<file path="config.mk">
export PLATFORM = sky130hd
export DESIGN_NAME = temp_seg_display
export DESIGN_NICKNAME = d
export VERILOG_FILES = /design/src/rtl/temp_seg_display.sv
export SDC_FILE = /design/constraint.sdc
export NUM_CORES = 1
export LEC_CHECK = 0
export BUFFER_PORTS_ARGS = -buffer_cell sky130_fd_sc_hd__buf_4
export CORE_MARGIN = 10
export CORE_UTILIZATION = 45
export DETAILED_ROUTE_END_ITERATION = 7
export SLEW_MARGIN = 20
export SYNTH_ARGS = -nofsm -noshare
export SYNTH_HDL_FRONTEND = slang
export SYNTH_SLANG_ARGS = --single-unit
</file>
<file path="constraint.sdc">
create_clock -name clk -period 3.5 [get_ports clk]
set_clock_uncertainty 0.1 [all_clocks]
set_input_delay 0.525 -clock clk [delete_from_list [all_inputs] [get_ports clk]]
set_output_delay 0.525 -clock clk [all_outputs]
set_load 0.005 [all_outputs]
</file>
<file path="src/rtl/temp_seg_display.sv">
// Signed LM75A byte -> sign + 3 BCD digits (sequential double-dabble), shown on a 4-digit muxed 7-seg.
// Define TEMP_SEG_LZB_EN for leading-zero blanking of hundreds/tens.
module temp_seg_display #(
  parameter int SCAN_DIV = 50000
) (
  input  logic       clk,
  input  logic       rst_n,
  input  logic [7:0] temp_data,
  input  logic       sensor_ok,
  output logic [6:0] seg_n,
  output logic [3:0] dig_n,
  output logic       busy
);

  localparam int CW = $clog2(SCAN_DIV);
  localparam logic [6:0] SEG_DASH  = 7'h3F;
  localparam logic [6:0] SEG_BLANK = 7'h7F;

  typedef enum logic [1:0] {IDLE, LOAD, SHIFT, COMMIT} state_t;

  state_t      r_state, w_next;
  logic [7:0]  r_cap;
  logic [7:0]  r_mag;
  logic [9:0]  r_bcd;
  logic        r_sign_w;
  logic [2:0]  r_bit;
  logic        r_busy;
  logic [3:0]  r_hun, r_ten, r_uni;
  logic        r_sign;
  logic [CW-1:0] r_cnt;
  logic [1:0]  r_idx;
  logic [6:0]  r_seg;
  logic [3:0]  r_dig;

  logic [7:0]  w_abs;
  logic [7:0]  w_adj;
  logic [6:0]  w_seg;
  logic [3:0]  w_dig;
  logic        w_blank_h, w_blank_t;

  function automatic logic [3:0] add3(input logic [3:0] n);
    return (n >= 4'd5) ? n + 4'd3 : n;
  endfunction

  function automatic logic [6:0] enc(input logic [3:0] d);
    case (d)
      4'd0:    return 7'h40;
      4'd1:    return 7'h79;
      4'd2:    return 7'h24;
      4'd3:    return 7'h30;
      4'd4:    return 7'h19;
      4'd5:    return 7'h12;
      4'd6:    return 7'h02;
      4'd7:    return 7'h78;
      4'd8:    return 7'h00;
      4'd9:    return 7'h10;
      default: return SEG_BLANK;
    endcase
  endfunction

  // -128 negates to 8'h80, which read unsigned is the correct magnitude 128.
  assign w_abs = temp_data[7] ? (~temp_data + 8'd1) : temp_data;
  // Hundreds never exceeds 1 (|v| <= 128), so it needs only 2 bits and no add-3.
  assign w_adj = {add3(r_bcd[7:4]), add3(r_bcd[3:0])};

  always_ff @(posedge clk) begin
    if (!rst_n) r_state <= IDLE;
    else        r_state <= w_next;
  end

  always_comb begin
    w_next = r_state;
    case (r_state)
      IDLE:    if (temp_data != r_cap) w_next = LOAD;
      LOAD:    w_next = SHIFT;
      SHIFT:   if (r_bit == 3'd7) w_next = COMMIT;
      COMMIT:  w_next = IDLE;
      default: w_next = IDLE;
    endcase
  end

  always_ff @(posedge clk) begin
    if (!rst_n) begin
      r_cap    <= '0;
      r_mag    <= '0;
      r_bcd    <= '0;
      r_sign_w <= 1'b0;
      r_bit    <= '0;
      r_busy   <= 1'b0;
      r_hun    <= '0;
      r_ten    <= '0;
      r_uni    <= '0;
      r_sign   <= 1'b0;
    end else begin
      case (r_state)
        LOAD: begin
          r_cap    <= temp_data;
          r_mag    <= w_abs;
          r_bcd    <= '0;
          r_sign_w <= temp_data[7];
          r_bit    <= '0;
          r_busy   <= 1'b1;
        end
        SHIFT: begin
          r_bcd <= {r_bcd[8], w_adj, r_mag[7]};
          r_mag <= {r_mag[6:0], 1'b0};
          r_bit <= r_bit + 3'd1;
        end
        COMMIT: begin
          r_hun  <= {2'b00, r_bcd[9:8]};
          r_ten  <= r_bcd[7:4];
          r_uni  <= r_bcd[3:0];
          r_sign <= r_sign_w;
          r_busy <= 1'b0;
        end
        default: ;
      endcase
    end
  end

`ifdef TEMP_SEG_LZB_EN
  assign w_blank_h = (r_hun == 4'd0);
  assign w_blank_t = (r_hun == 4'd0) && (r_ten == 4'd0);
`else
  assign w_blank_h = 1'b0;
  assign w_blank_t = 1'b0;
`endif

  always_comb begin
    w_seg = SEG_BLANK;
    case (r_idx)
      2'd3: w_seg = r_sign ? SEG_DASH : SEG_BLANK;
      2'd2: w_seg = w_blank_h ? SEG_BLANK : enc(r_hun);
      2'd1: w_seg = w_blank_t ? SEG_BLANK : enc(r_ten);
      2'd0: w_seg = enc(r_uni);
      default: ;
    endcase
    if (!sensor_ok) w_seg = SEG_DASH;
  end

  assign w_dig = ~(4'b0001 << r_idx);

  // At each wrap the outputs take the digit for the current index, then the index advances,
  // so the first wrap after reset lights digit 0.
  always_ff @(posedge clk) begin
    if (!rst_n) begin
      r_cnt <= '0;
      r_idx <= '0;
      r_seg <= SEG_BLANK;
      r_dig <= 4'hF;
    end else if (r_cnt == CW'(SCAN_DIV - 1)) begin
      r_cnt <= '0;
      r_idx <= r_idx + 2'd1;
      r_seg <= w_seg;
      r_dig <= w_dig;
    end else begin
      r_cnt <= r_cnt + CW'(1);
    end
  end

  assign seg_n = r_seg;
  assign dig_n = r_dig;
  assign busy  = r_busy;

endmodule
</file>
**Yosys cells after proc, flatten, opt, wreduce, memory -nomap -nowiden**

Memories as Yosys holds them, arrays and structs flattened. A register that Yosys moved wholly into a read port is not among the register bits.
Index checks and enable logic that the tools add are counted.

- Add/subtract/negate cells: 6
- $mul: 0
- Divide/modulo/power cells: 0
- $lt $le $gt $ge: 2
- Eq/ne operators: 11
- Shifts and indexed selects: 1
- Muxes and demuxes: 19
- Bitwise gates (word level): 3
- Reductions and logical operators: 6

Operators by type and width:

| operator | number |
|---|---|
| $mux W4 | 8 |
| $pmux W7 S4 | 1 |
| $pmux W10 S2 | 1 |
| $add A16 B1 Y16 const B | 1 |
| $eq A16 B16 Y1 const B | 1 |
| $pmux W8 S2 | 1 |
| $mux W7 | 2 |
| $add A4 B2 Y4 const B | 2 |
| $add A8 B1 Y8 const B | 1 |
| $eq A2 B2 Y1 const B | 4 |
| $ge A4 B3 Y1 const B | 2 |
| $mux W8 | 1 |
| $ne A8 B8 Y1 | 1 |
| $not A8 Y8 | 1 |
| $pmux W2 S4 | 1 |
| $pmux W3 S2 | 1 |
| $eq A2 B1 Y1 const B | 2 |
| $logic_not A2 Y1 | 2 |
| $mux W2 | 2 |
| $ne A2 B2 Y1 const B | 2 |
| $not A4 Y4 | 1 |
| $reduce_bool A2 Y1 | 2 |
| $shl A1 B2 Y4 const A | 1 |
| $add A3 B1 Y3 const B | 1 |
| 6 further kinds | 6 |

- Register bits after elaboration: 73
- Latch bits: 0
- Memory bits (writable): 0
- Bits in read-only memories: 336
- Memories: 3

Memories:

| name | depth | width | rd ports | clocked after memory_dff | wr ports | line | source |
|---|---|---|---|---|---|---|---|
| (no name shown) | 16 | 7 | 1 | 1 | 0 | 46 | `case (d)` |
| (no name shown) | 16 | 7 | 1 | 1 | 0 | 46 |  |
| (no name shown) | 16 | 7 | 1 | 1 | 0 | 46 |  |

**Depth between registers and ports, before layout**

Gate-level depths: netlist (run 1).

- Word-level depth: 4
- Depth in mapped cells: 8
- Gate-level depth less buffers: 7

**Least setup slack after synthesis (run 1)**

OpenSTA, ideal clock, no wires.

- Path kind: register to register
- Start: register r_state[1]
- End: register with a tool-made name
- Library setup time: 128 ps
- Arrival: 1828 ps
- Data required time: 3272 ps
- Setup slack: 1444 ps
- Stages on the path, launching flop included: 9
- Path buffers: 1
- Clock period less this slack: 2056 ps
- Cell sequence: dfxtp_1 -> ha_1 -> buf_2 -> mux2_2 -> nand2_1 -> inv_1 -> ha_1 -> mux2i_1 -> a21oi_1

RTL lines:

| item | line | source |
|---|---|---|
| start: declaration | 21 | `state_t r_state, w_next;` |
| start signal: assignment | 68 | `else r_state <= w_next;` |

==> flow_metrics.py, run 1 <==
metrics = {
    "run_status": {
        "status": "finished, final reports clean",
    },
    "synth": {
        "postSynth.asyncResetShare_pct": 0,
        "synth_edf_count": 0,
        "synth_seq_cells": 91,
        "synth.distinct_cells": 45,
        "synth_top_area_share_pct": 43.3,
        "yosysSeqAreaShare_pct": 43.3,
        "ys_top_cells_by_area": "dfxtp_1, ha_1, mux2i_1, xnor2_1, nand2_1",
        "netlist_area_mm2": 0.00421,
        "ys_warn_count": 0,
        "yosys.area.top_type": "dfxtp_1",
        "ys.flop_type": "dfxtp_1",
        "netlist_instances": 458,
        "syn_area_per_cell_um2": 9.18,
        "syn-num-nets": 497,
    },
    "layout": {
        "postLayoutCoreUtil_pct": 50.9,
        "mostFrequentLayoutCell": "dfxtp_1",
        "stdcell_area_mm2": 0.00465,
        "drive_gt1_share_pct": 11.8,
        "final_cell_mix": "dfxtp_1, nand2_1, nor2_1",
        "synthToLayoutAreaGrowth_pct": 10.7,
        "seqCellArea_mm2": 0.00182,
        "diodes": 0,
        "final_nets": 510,
        "fill_cells": 862,
        "stdcell_count": 586,
        "multi_input_area_mm2": 0.00217,
    },
    "clock_tree": {
        "cts-buffers-inserted": 9,
        "worstSkewPairLatency_ns": 0.35,
        "cts.htree.levels": 3,
        "clockBufferDepth": 2,
        "clk_pin_slew_ns": 0.09,
        "postCtsResizedCells": 0,
        "cts_setup_buffers": 0,
        "cts_tree": "built",
        "cts-root-buf": "clkbuf_8",
        "hold_buffers": 0,
        "clock_sinks": 91,
    },
    "sta": {
        "timing.fmax_mhz": 430,
        "slew_viol_final": 0,
        "final-hold-violation-count": 0,
        "setup_viol": 0,
        "fin_crit_sh_pct": 66.5,
        "slew_headroom_pct": 60.3,
        "fin_crit_ns": 2.33,
        "worstMarginPinSlew_ns": 0.595,
        "setup_tns_ns": 0,
        "rsz0062_at_grt": "no",
    },
    "critical_path": {
        "endpoint_kind": "flop",
        "cp.required_ns": 3.63,
        "cp.arrival_ns": 2.46,
        "path_max_fanout": 12,
        "worstSetupPathType": "reg2reg",
        "startpoint_type": "flop",
    },
    "power_and_ir_drop": {
        "p_per_area_mw_per_mm2": 523,
        "power_frac_comb_pct": 20.1,
        "switching_share_pct": 28.6,
        "sequentialPowerShare_pct": 48.0,
        "internal_power_w": 0.00174,
        "ir_worst_vdd_mv": 0.286,
        "p_leak_nw": 1.99,
        "pwr-share-clk_pct": 32.0,
        "power_w": 0.00243,
        "p_sw_w": 0.000695,
    },
    "route": {
        "drt-total-wl_um": 8150,
        "antenna_left": 0,
        "drt_iter0_drc": 115,
        "detail_route.wl_per_cell_um": 13.9,
        "remaining_drc_errors": 0,
        "vias_per_cell": 5.21,
        "drt_pass1_iterations": 4,
        "vias": 3054,
    },
    "floorplan": {
        "die_area_mm2": 0.0136,
        "rows": 35,
        "io_pins": 23,
        "fp.coreArea_mm2": 0.00915,
        "start_util_pct": 45.9,
        "die_w_um": 117,
        "die_h_um": 117,
    },
    "run": {
        "maxCapViolCount": 0,
    },
    "grt": {
        "grt_overflow_total": 0,
        "antenna_found_initial": 0,
        "grt_pass1_wl_um": 14100,
        "grt_pass1_vias": 3086,
        "grt_usage_pct": 12.7,
        "grt_start_max_net_pins": 30,
    },
    "place": {
        "portBuffers": 22,
        "place_area_mm2": 0.00444,
        "gp_congestion": 0.817,
        "dpl.cell_count": 571,
        "dp_hpwl_um": 5750,
    },
    "min_path": {
        "hold_class": "in2reg",
    },
}
worst max-delay path, stage by stage (launching register included):
cell	delay (ns)
dfxtp_1	0.39
ha_1	0.53
mux2_2	0.39
nand2_1	0.19
inv_1	0.10
ha_1	0.31
mux2i_1	0.13
a21oi_1	0.08
through the flow:
step / setup slack (ns) / hold WS, ns
floorplan: 1.44 / 0.330
global placement: 1.23 / 0.350
detailed placement: 1.16 / 0.356
CTS: 1.16 / 0.341
global route: 0.958 / 0.347
finish: 1.17 / 0.355
final timing paths:
path,startpoint,endpoint,slack (ns),cells past startpoint
max,r_state[1],flop,1.17,7
min,sensor_ok,seg_n[6],0.36,3
max reg2reg,r_state[1],flop,1.17,7
min reg2reg,seg_n[5],seg_n[5],0.37,1
synthesized netlist by cell type, drive strengths merged, types with 8 or more instances:
master	number
mux2i	26
ha	28
xnor2	24
nand2	46
nor2	44
clkbuf	18
o21ai	12
nand3	14
o211ai	9
xor2	8
dfxtp	91
a21oi	22
mux2	12
inv	30
power by group through the flow:
stage               logic [W]  clock network [W]  registers [W]
floorplan            0.000377                  0        0.00118
global placement     0.000475                  0        0.00119
detailed placement   0.000488                  0        0.00119
CTS                  0.000491           0.000805        0.00117
global route         0.000548           0.000848        0.00118
finish               0.000488           0.000778        0.00117
cell families (layout without fill, tap and decap cells):
| logic type | after synthesis | after routing | share of synthesized area (%) |
|---|---|---|---|
| and+or+nand+nor | 140 | 140 | 15.8 |
| DFF | 91 | 91 | 43.3 |
| AOI/OAI and AO/OA | 74 | 74 | 11.4 |
| buffers and inverters | 55 | 72 | 5.09 |
| muxes | 38 | 38 | 9.40 |
| xor gates and xnor gates | 32 | 32 | 6.66 |
| adders and majority gates | 28 | 28 | 8.33 |
layout make-up:
class / count / area share, %
sequential: 91 / 39.1
multi-input combinational: 312 / 46.6
clock buffer: 11 / 3.04
tap: 111 / 2.98
inverter: 32 / 2.58
clock inverter: 4 / 1.61
timing repair buffer: 25 / 4.03
layer usage:
layer | up-vias | wire length, um | GRT usage (%)
li1 | 1585 | - | -
met1 | 1437 | 3970 | 15.6
met2 | 28 | 3860 | 21.4
met3 | 4 | 260 | 3.65
met4 | 0 | 61 | 2.88
met5 | - | 0 | 0
Note: power is estimated with default switching activity, not from simulation.
==> inputs of run 2 (changes only) <==
- ABC_AREA: unset -> 1
- clock period: 3.5 -> 2.1 ns (I/O delays scaled with it)
==> flow_metrics.py, run 2 <==
metrics = {
    "run_status": {
        "status": "finished, final reports clean",
    },
    "synth": {
        "synth_edf_count": 0,
        "postSynth.asyncResetShare_pct": 0,
        "syn_area_per_cell_um2": 7.45,
        "ys_warn_count": 0,
        "netlist_area_mm2": 0.00441,
        "ys_top_cells_by_area": "dfxtp_1, nand2_1, ha_1, a21oi_1, inv_1",
        "synth_top_area_share_pct": 41.4,
        "yosys.area.top_type": "dfxtp_1",
        "synth.distinct_cells": 36,
        "synth_common_cells": "nand2_1, dfxtp_1, inv_1",
        "yosysMostFrequentCell": "nand2_1",
        "synth_seq_cells": 91,
        "netlist_instances": 591,
        "ys.flop_type": "dfxtp_1",
        "syn-num-nets": 630,
        "yosysSeqAreaShare_pct": 41.4,
    },
    "clock_tree": {
        "cts_tree": "built",
        "cts-buffers-inserted": 9,
        "cts-root-buf": "clkbuf_8",
        "hold_buffers": 0,
        "clockBufferDepth": 2,
        "cts_setup_buffers": 0,
        "cts.htree.levels": 3,
        "clock_sinks": 91,
        "clk_pin_slew_ns": 0.09,
        "worstSkewPairLatency_ns": 0.35,
    },
    "sta": {
        "timing.fmax_mhz": 522,
        "slew_viol_final": 0,
        "setup_viol": 0,
        "final-hold-violation-count": 0,
        "worstMarginPinSlew_ns": 0.523,
        "fin_crit_ns": 1.91,
        "whs_ns": 0.121,
        "fin_crit_sh_pct": 91.1,
        "rsz0062_at_grt": "no",
        "slew_headroom_pct": 65.2,
        "setup_tns_ns": 0,
    },
    "min_path": {
        "hold_class": "in2reg",
    },
    "route": {
        "drt_iter0_drc": 205,
        "vias": 3639,
        "drt_pass1_iterations": 4,
        "antenna_left": 0,
        "remaining_drc_errors": 0,
        "detail_route.wl_per_cell_um": 12.2,
        "drt-total-wl_um": 9180,
        "vias_per_cell": 4.84,
    },
    "critical_path": {
        "path_max_fanout": 7,
        "crit_top_cell": "nor2_1",
        "crit_slowest_cell": "or3_1",
        "slowest_delay_ns": 0.45,
        "cp_top_family": "simple AND/OR/NAND/NOR gates",
        "endpoint_kind": "flop",
        "worstSetupPathType": "reg2reg",
        "startpoint_type": "flop",
        "cp.arrival_ns": 2.05,
        "path_cells": "ha_4, nor2_1, or3_1, inv_1, ha_1, nor2_1, o21ai_0",
        "cp.required_ns": 2.24,
        "critPathBufInv": 1,
    },
    "layout": {
        "stdcell_area_mm2": 0.00495,
        "mostFrequentLayoutCell": "nand2_1",
        "final_cell_mix": "nand2_1, dfxtp_1, inv_1",
        "diodes": 0,
        "synthToLayoutAreaGrowth_pct": 12.4,
        "drive_gt1_share_pct": 12.1,
        "postLayoutCoreUtil_pct": 51.4,
        "final_nets": 653,
    },
    "power_and_ir_drop": {
        "ir_worst_vdd_mv": 0.631,
        "p_leak_nw": 2.20,
        "power_w": 0.00485,
        "p_per_area_mw_per_mm2": 979,
    },
    "floorplan": {
        "io_pins": 23,
        "die_h_um": 119,
        "rows": 36,
        "die_w_um": 119,
        "start_util_pct": 45.7,
        "fp.coreArea_mm2": 0.00964,
        "die_area_mm2": 0.0141,
    },
    "place": {
        "gp_congestion": 0.811,
        "dp_hpwl_um": 6900,
        "place_area_mm2": 0.00471,
        "portBuffers": 22,
    },
    "grt": {
        "grt_pass1_wl_um": 15900,
        "grt_overflow_total": 0,
        "grt_usage_pct": 13.2,
        "antenna_found_initial": 0,
        "grt_start_max_net_pins": 29,
        "grt_pass1_vias": 3441,
    },
    "run": {
        "maxCapViolCount": 0,
    },
}
[run 2: per-layer routing]
| metal | share of wire [%] | global-route usage (%) | up-vias |
|---|---|---|---|
| met4 | 1.9 | 5.65 | 0 |
| li1 | - | - | 1955 |
| met1 | 48 | 16.2 | 1639 |
| met3 | 2.9 | 2.60 | 13 |
| met5 | 0 | 0 | - |
| met2 | 47 | 22.1 | 32 |
[run 2: power by group]
group	switching, W	leakage [nW]	internal [W]
Sequential	0.000151	0.741	0.00203
Clock	0.000613	0.113	0.000735
Combinational	0.000790	1.35	0.000524
Total	0.00155	2.20	0.00329
[run 2: final cells by class]
class                           count  area [um^2]
Clock buffer                       12          155
Clock inverter                      4         72.6
Fill cell                         984         4690
Inverter                           74          280
Multi-Input combinational cell    406         2200
Sequential cell                    91         1820
Tap cell                          133          166
Timing Repair Buffer               32          253
[run 2: path summary, 6_finish.rpt]
| check | startpoint | to | slack [ns] | depth (start not counted) |
|---|---|---|---|---|
| max reg2reg | r_state[1] | flop | 0.19 | 7 |
| max | r_state[1] | flop | 0.19 | 7 |
| min reg2reg | r_cnt[0] | r_cnt[0] | 0.35 | 1 |
| min | temp_data[0] | r_mag[0] | 0.12 | 3 |
[run 2: cells by family after synthesis]
| group | after synthesis | synth area share [%] |
|---|---|---|
| adders and majority gates | 28 | 7.95 |
| DFF | 91 | 41.4 |
| and+or+nand+nor | 255 | 25.1 |
| AOI/OAI and AO/OA | 116 | 15.1 |
| buffers and inverters | 94 | 9.03 |
| xor gates and xnor gates | 7 | 1.39 |
[run 2: tightest hold or removal path: stages]
cell and delay (ns):
buf_4 0.10, a21oi_1 0.06, nor2_1 0.07
[run 2: through the flow]
stage / setup WS, ns / cells
after floorplan: 0.215 / 591
after global placement: 0.153 / 736
after detailed placement: 0.0801 / 736
after CTS: 0.0562 / 752
after global routing: 0.0523 / 752
final: 0.186 / 752
[run 2: repair_timing]
item,CTS,global route
endpoints found under the setup margin,0,8
endpoints found under the hold margin,0,0
gates resized for setup,0,3
==> inputs of run 3 (changes only) <==
- PLACE_DENSITY_LB_ADDON: unset -> 0.05
- SETUP_SLACK_MARGIN: unset -> 0.02
==> flow_metrics.py, run 3 (synthesis gave the netlist of run 2 again) <==
metrics = {
    "floorplan": {
        "die_area_mm2": 0.0141,
        "io_pins": 23,
        "fp.coreArea_mm2": 0.00964,
        "rows": 36,
        "die_w_um": 119,
        "die_h_um": 119,
        "start_util_pct": 45.7,
    },
    "clock_tree": {
        "hold_buffers": 0,
        "clock_sinks": 91,
        "postCtsResizedCells": 0,
        "cts_setup_buffers": 0,
        "cts-buffers-inserted": 9,
        "worstSkewPairLatency_ns": 0.35,
        "cts_tree": "built",
        "cts.htree.levels": 3,
        "clockBufferDepth": 2,
        "clk_pin_slew_ns": 0.09,
        "cts-root-buf": "clkbuf_8",
    },
    "grt": {
        "grt_overflow_total": 0,
        "grt_usage_pct": 13.5,
        "grt_pass1_vias": 3464,
        "grt_start_max_net_pins": 29,
        "grt_pass1_wl_um": 16100,
        "antenna_found_initial": 0,
    },
    "min_path": {
        "hold_class": "in2reg",
    },
    "layout": {
        "mostFrequentLayoutCell": "nand2_1",
        "final_nets": 655,
        "diodes": 0,
        "stdcell_count": 754,
        "drive_gt1_share_pct": 12.9,
        "fill_cells": 984,
        "final_cell_mix": "nand2_1, dfxtp_1, inv_1",
        "synthToLayoutAreaGrowth_pct": 12.4,
    },
    "place": {
        "dpl.cell_count": 738,
        "dp_hpwl_um": 6940,
        "gp_congestion": 0.820,
        "portBuffers": 22,
    },
    "route": {
        "vias_per_cell": 4.89,
        "detail_route.wl_per_cell_um": 12.4,
        "vias": 3686,
        "drt_iter0_drc": 206,
        "drt-total-wl_um": 9360,
        "antenna_left": 0,
        "remaining_drc_errors": 0,
        "drt_pass1_iterations": 4,
    },
    "sta": {
        "slew_headroom_pct": 64.3,
        "slew_viol_final": 0,
        "setup_tns_ns": 0,
        "fin_crit_ns": 1.90,
        "rsz0062_at_grt": "no",
        "setup_viol": 0,
        "worstMarginPinSlew_ns": 0.536,
        "final-hold-violation-count": 0,
        "timing.fmax_mhz": 526,
        "fin_crit_sh_pct": 90.5,
    },
    "critical_path": {
        "cp.required_ns": 2.22,
        "worstSetupPathType": "reg2reg",
        "startpoint_type": "flop",
        "cp.arrival_ns": 2.02,
        "r2r_setup_slack_ns": 0.20,
        "endpoint_kind": "flop",
        "path_max_fanout": 7,
    },
    "power_and_ir_drop": {
        "p_per_area_mw_per_mm2": 969,
        "p_leak_nw": 2.21,
        "ir_worst_vdd_mv": 0.635,
    },
    "run": {
        "maxCapViolCount": 0,
    },
    "run_status": {
        "status": "finished, final reports clean",
    },
}
[run 3: critical path, cell delays in order, from the launching register on]
cell and delay (ns):
dfxtp_1 0.40, ha_2 0.27, nor2_1 0.06, or3_4 0.41, inv_1 0.11, ha_1 0.15
inv_1 0.05, o21ai_0 0.13, o21ai_0 0.09
[run 3: final cells by class]
cell class                      instances  area, um^2  area share, %
Timing Repair Buffer                   34         255           5.16
Multi-Input combinational cell        406        2200           44.5
Inverter                               74         280           5.66
Clock inverter                          6        87.6           1.77
Tap cell                              133         166           3.36
Sequential cell                        91        1820           36.8
Clock buffer                           10         138           2.78
[run 3: metal layers]
metal / wire length (um) / global-route usage (%)
met5: 0 / 0
met2: 4300 / 22.0
met1: 4620 / 17.0
met3: 272 / 2.50
met4: 164 / 6.18
[run 3: final timing paths]
path / end / depth (start not counted) / from
max: flop / 8 / r_state[0]
min: r_mag[0] / 3 / temp_data[0]
max reg2reg: flop / 8 / r_state[0]
min reg2reg: r_cnt[0] / 1 / r_cnt[0]
[run 3: power breakdown]
| part | internal, W | switching (W) | total (W) |
|---|---|---|---|
| registers | 0.00203 | 0.000141 | 0.00217 |
| logic | 0.000498 | 0.000790 | 0.00129 |
| clock network | 0.000706 | 0.000628 | 0.00133 |
[run 3: stage by stage]
step	instance area (um^2)	utilization [%]	setup slack (ns)	total power [W]	hold WS [ns]
6_report	4950	51.3	0.199	0.00480	0.127
4_1_cts	4930	51.2	0.0573	0.00484	0.113
3_5_place_dp	4710	48.9	0.0681	0.00350	0.345
3_3_place_gp	4710	48.9	0.146	0.00348	0.332
2_1_floorplan	4410	-	0.215	0.00313	0.318
5_1_grt	4950	51.3	0.0256	0.00515	0.129
